`src/rtl/pcm_moving_average.sv`:
```
// pcm_moving_average: stereo PCM moving-average filter over a 2**WINDOW_LOG2 window.
// One pair is accepted in IDLE. UPDATE folds it into a running sum per channel.
// HOLD presents the registered average until the consumer takes it.
module pcm_moving_average #(
  parameter int NUMBER_OF_BITS = 8,
  parameter int WINDOW_LOG2    = 3
) (
  input  logic                      clk,
  input  logic                      reset,
  input  logic                      in_valid,
  input  logic [NUMBER_OF_BITS-1:0] in_left,
  input  logic [NUMBER_OF_BITS-1:0] in_right,
  output logic                      in_ready,
  output logic                      out_valid,
  input  logic                      out_ready,
  output logic [NUMBER_OF_BITS-1:0] out_left,
  output logic [NUMBER_OF_BITS-1:0] out_right,
  output logic [WINDOW_LOG2:0]      fill,
  output logic                      primed,
  output logic                      overflow,
  input  logic                      clear_overflow
);

  localparam int W  = NUMBER_OF_BITS;
  localparam int N  = 1 << WINDOW_LOG2;
  localparam int SW = W + WINDOW_LOG2;  // N * (-2**(W-1)) is the most negative sum, so this width never wraps
  localparam logic [WINDOW_LOG2:0] FILL_MAX = (WINDOW_LOG2+1)'(N);

  typedef enum logic [1:0] {IDLE, UPDATE, HOLD} state_t;

  state_t r_state, w_next;

  logic [W-1:0]           r_buf_l [N];
  logic [W-1:0]           r_buf_r [N];
  logic signed [SW-1:0]   r_sum_l, r_sum_r;
  logic [WINDOW_LOG2-1:0] r_wr_ptr;
  logic [WINDOW_LOG2:0]   r_fill;
  logic [W-1:0]           r_new_l, r_new_r;
  logic [W-1:0]           r_out_l, r_out_r;
  logic                   r_overflow;

  logic signed [SW-1:0]   w_new_l, w_new_r, w_old_l, w_old_r;
  logic signed [SW-1:0]   w_sum_l, w_sum_r;

  // Sign-extend the incoming and evicted samples and form the next running sums.
  // Empty slots hold zero after reset, so a partially filled window still divides by N.
  always_comb begin
    w_new_l = {{WINDOW_LOG2{r_new_l[W-1]}}, r_new_l};
    w_new_r = {{WINDOW_LOG2{r_new_r[W-1]}}, r_new_r};
    w_old_l = {{WINDOW_LOG2{r_buf_l[r_wr_ptr][W-1]}}, r_buf_l[r_wr_ptr]};
    w_old_r = {{WINDOW_LOG2{r_buf_r[r_wr_ptr][W-1]}}, r_buf_r[r_wr_ptr]};
    w_sum_l = r_sum_l + w_new_l - w_old_l;
    w_sum_r = r_sum_r + w_new_r - w_old_r;
  end

  // State register.
  always_ff @(posedge clk) begin
    if (reset) r_state <= IDLE;
    else       r_state <= w_next;
  end

  // Next-state logic: accept -> one update cycle -> hold until the consumer takes the result.
  always_comb begin
    w_next = r_state;
    case (r_state)
      IDLE:    if (in_valid)  w_next = UPDATE;
      UPDATE:                 w_next = HOLD;
      HOLD:    if (out_ready) w_next = IDLE;
      default:                w_next = IDLE;
    endcase
  end

  // Window storage, running sums, fill count and registered averages.
  always_ff @(posedge clk) begin
    if (reset) begin
      for (int i = 0; i < N; i++) begin
        r_buf_l[i] <= '0;
        r_buf_r[i] <= '0;
      end
      r_sum_l  <= '0;
      r_sum_r  <= '0;
      r_wr_ptr <= '0;
      r_fill   <= '0;
      r_new_l  <= '0;
      r_new_r  <= '0;
      r_out_l  <= '0;
      r_out_r  <= '0;
    end else begin
      if (r_state == IDLE && in_valid) begin
        r_new_l <= in_left;
        r_new_r <= in_right;
      end
      if (r_state == UPDATE) begin
        r_sum_l           <= w_sum_l;
        r_sum_r           <= w_sum_r;
        r_buf_l[r_wr_ptr] <= r_new_l;
        r_buf_r[r_wr_ptr] <= r_new_r;
        r_wr_ptr          <= r_wr_ptr + WINDOW_LOG2'(1);
        if (r_fill != FILL_MAX) r_fill <= r_fill + (WINDOW_LOG2+1)'(1);
        // Dropping the low bits of a two's-complement sum is an arithmetic shift (floor).
        r_out_l <= w_sum_l[SW-1:WINDOW_LOG2];
        r_out_r <= w_sum_r[SW-1:WINDOW_LOG2];
      end
    end
  end

  // Sticky overflow: a pair offered while busy is dropped. A set in the same cycle as a clear wins.
  always_ff @(posedge clk) begin
    if (reset)                          r_overflow <= 1'b0;
    else if (in_valid && r_state != IDLE) r_overflow <= 1'b1;
    else if (clear_overflow)            r_overflow <= 1'b0;
  end

  assign in_ready  = (r_state == IDLE);
  assign out_valid = (r_state == HOLD);
  assign out_left  = r_out_l;
  assign out_right = r_out_r;
  assign fill      = r_fill;
  assign primed    = (r_fill == FILL_MAX);
  assign overflow  = r_overflow;

endmodule

```
`config.mk`:
```
export PLATFORM = sky130hd
export DESIGN_NAME = pcm_moving_average
export DESIGN_NICKNAME = d
export VERILOG_FILES = /design/src/rtl/pcm_moving_average.sv
export SDC_FILE = /design/constraint.sdc
export NUM_CORES = 1
export LEC_CHECK = 0
export CORE_MARGIN = 3
export CORE_UTILIZATION = 45
export DETAILED_ROUTE_END_ITERATION = 8
export PLACE_DENSITY_LB_ADDON = 0.15
export SYNTH_ARGS = -nofsm -noshare
export SYNTH_HDL_FRONTEND = slang
export SYNTH_SLANG_ARGS = --single-unit
```
`constraint.sdc`:
```
create_clock -name clk -period 8.8 [get_ports clk]
set_clock_uncertainty 0.1 [all_clocks]
set_input_delay 1.76 -clock clk [delete_from_list [all_inputs] [get_ports clk]]
set_output_delay 1.76 -clock clk [all_outputs]
set_load 0.05 [all_outputs]
```
==> results.sh <==
export IMPL_outcome="finished, final reports clean"
export IMPL_synth_edf_count=128
export IMPL_synth_area_leader_cell="edfxtp_1"
export IMPL_final_cell_mix="128 x edfxtp_1, 98 x nor3_1, 68 x nand2_1, 62 x inv_1, 50 x dfxtp_1"
export IMPL_grt_ovfl_total=0
export IMPL_synth_distinct_cells=46
export IMPL_path_max_fanout=32
export IMPL_critical_path_class="reg2reg"
export IMPL_synth_xor_area_share_pct=2.206
export IMPL_final_common_cell="edfxtp_1"
export IMPL_synthMuxAreaShare_pct=10.19
export IMPL_num_antenna_cells=0
export IMPL_synth_top_area_share_pct=42.35
export IMPL_synth_area_leaders="edfxtp_1 42%, dfxtp_1 11%, mux4_2 7.9%"
export IMPL_hold_ws_ps=357.6
export IMPL_ctsHoldBuffers=0
export IMPL_tightest_slew_ps=749.2
export IMPL_ys_flop_type="edfxtp_1"
export IMPL_wl_per_cell_um=19.58
export IMPL_remaining_drc_errors=0
export IMPL_area_growth_pct=11.87
export IMPL_synthSimpleGateAreaFrac_pct=13.19
export IMPL_nets=861
export IMPL_nFillCells=1778
export IMPL_tns_ps=0
export IMPL_start_util_pct=46.17
export IMPL_holdPathStages=2
export IMPL_cts_resized=0
export IMPL_htreeDepth=4
export IMPL_maxCapViolCount=0
export IMPL_cts_tree="yes"
export IMPL_final_cells=1069
export IMPL_slew_headroom_pct=49.93
export IMPL_place_gp_congestion=0.8002
export IMPL_synth_nets=849
export IMPL_die_x_um=148.0
export IMPL_grt_pass1_wl_um=33980
export IMPL_drt_initial_drc_count=360
export IMPL_synth_seq_area_share_pct=53.61
export IMPL_async_flop_share_pct=0
export IMPL_cts_clk_slew_worst_paths_ps=60
export IMPL_setup_viol=0
export IMPL_std_cell_rows=51
export IMPL_postCtsSetupBuffers=0
export IMPL_dp_cells=1041
export IMPL_grt_usage_pct=20.05
export IMPL_rsz0062_at_grt="false"
export IMPL_min_period_ps=4234
export IMPL_cp_end_kind="flop"
export IMPL_antenna_found_initial=0
export IMPL_mappedNetlistArea_mm2=0.009075
export IMPL_r2r_end="r_sum_l[10]$_SDFFE_PP0P_"
export IMPL_cp_required_ps=9050
export IMPL_place_hpwl_um=13600
export IMPL_synth_top_family_by_area="simple AND/OR/NAND/NOR gates"
export IMPL_syn_area_per_cell_um2=11.59
export IMPL_cts_buffers=17
export IMPL_numPortBuffers=44
export IMPL_power_density_mw_per_mm2=209.4
export IMPL_cts_root_buf="clkbuf_16"
export IMPL_clock_latency_ps=430
export IMPL_leakagePower_nw=3.565
export IMPL_fmax_ghz=0.2362
export IMPL_grt_max_degree=69
export IMPL_ir_drop_mv=0.1467
export IMPL_cp_arrival_ps=4490
export IMPL_synthCells=783
export IMPL_die_area_mm2=0.02191
export IMPL_core_area_mm2=0.01965
export IMPL_die_y_um=148.0
export IMPL_drt_total_wl_um=20930
export IMPL_hp_start="r_new_l[4]$_SDFFE_PP0P_"
export IMPL_clockBufferDepth=2
export IMPL_drtAntennaViolNets=0
export IMPL_first_pass_iters=5
export IMPL_vias_per_cell=5.604
export IMPL_hold_class="reg2reg"
export IMPL_fin_crit_sh_pct=48.12
export IMPL_grt_pass1_vias=6214
export IMPL_vias=5991
export IMPL_drive_above_1_share_pct=12.44
export IMPL_yosys_warnings=0
export IMPL_clock_sinks=179
export IMPL_drv_slew=0
export IMPL_total_power_mw=2.126
export IMPL_finalHoldViolations=0
export IMPL_min_to="r_new_l[4]$_SDFFE_PP0P_"
export IMPL_synth_fa_ha_area_share_pct=7.859
export IMPL_r2r_slack_ps=4570
export IMPL_ys_ff_latch=179
export IMPL_reg2regPathDepth=12
export IMPL_cp_start_kind="flop"
export IMPL_synth_compound_area_share_pct=5.915
export IMPL_io_pins=45
[sequential cells by signal, indices dropped and copies added (netlist names), named ones only]
name and flops:
overflow 1, r_new_r 8, fill 4, r_wr_ptr 3, r_state 2, r_sum_r 11
r_buf_r 64, r_sum_l 11, r_buf_l 64, r_new_l 8
[routing by layer]
layer / part of all wire, % / global-route usage (%)
met5: 0 / 0
met4: 2.6 / 7.252
met3: 4.1 / 3.342
met2: 50 / 33.07
met1: 44 / 26.95
[metrics by stage]
stage	cell area, um2	utilization (%)	setup slack (ps)
after floorplan	9075	-	4593
after global placement	9673	49.22	4471
after detailed placement	9673	49.22	4375
after CTS	10150	51.66	4534
after global routing	10150	51.66	4273
final	10150	51.66	4566
[worst max-delay path: stages (launching register included)]
cell      delay [ps]
dfxtp_2          310
buf_4            540
mux4_2           590
mux2_2           310
fa_1             480
inv_1             70
fa_1             480
a211oi_1         280
o21bai_1         170
a221oi_2         260
xnor2_1          100
or3_1            300
a21oi_1          150
[power by group]
part	switching (mW)	internal, mW	leakage, nW
Sequential	0.0216	0.944	1.74
Combinational	0.310	0.199	1.60
Clock	0.301	0.350	0.228
Total	0.632	1.49	3.57
[Yosys cell counts, types with 2 or more instances]
cell	instances
a21boi_0	2
ha_1	25
xor2_1	11
a211oi_1	4
buf_4	16
nor2_1	22
dfxtp_1	51
nor4_1	33
xnor2_1	10
clkbuf_1	47
nand2b_1	6
mux2_2	14
fa_1	20
clkinv_1	17
o21ai_0	16
and2_1	3
mux2i_1	2
nor2b_1	4
inv_1	62
o21bai_1	3
nor3_1	98
o311ai_0	2
edfxtp_1	128
nand2_1	69
or3_1	3
a22o_1	4
o21a_1	2
a21oi_1	46
nand3_1	2
o31ai_1	3
nand4_1	2
a21o_1	5
buf_2	3
mux4_2	32
buf_1	5
[worst max path at each step]
stage	from	to	slack, ps
global route	flop	r_sum_l[10]$_SDFFE_PP0P_	4270
global placement	reset	r_buf_l[0][1]$_SDFFCE_PN0P_	4470
floorplan	reset	r_buf_l[0][0]$_SDFFCE_PN0P_	4590
CTS	flop	r_sum_l[10]$_SDFFE_PP0P_	4530
detailed placement	reset	r_buf_l[2][1]$_SDFFCE_PN0P_	4370
finish	flop	r_sum_l[10]$_SDFFE_PP0P_	4570
[area by class of cell]
cell class | instances | area, um2 | share of cell area [%]
Inverter | 79 | 296.5 | 2.921
Clock buffer | 20 | 436.7 | 4.301
Multi-Input combinational cell | 453 | 3586 | 35.32
Timing Repair Buffer | 65 | 593.1 | 5.842
Tap cell | 265 | 331.6 | 3.266
Clock inverter | 8 | 42.54 | 0.4190
Sequential cell | 179 | 4866 | 47.93
[kinds of logic after synthesis]
family | Yosys count
AO/OA/AOI/OAI | 90
multiplexers | 50
AND/OR/NAND/NOR | 246
adder cells (fa/ha/maj) | 45
buffers and inverters | 151
XOR/XNOR | 22
flip-flops | 179
(Power assumes the default switching activity.)
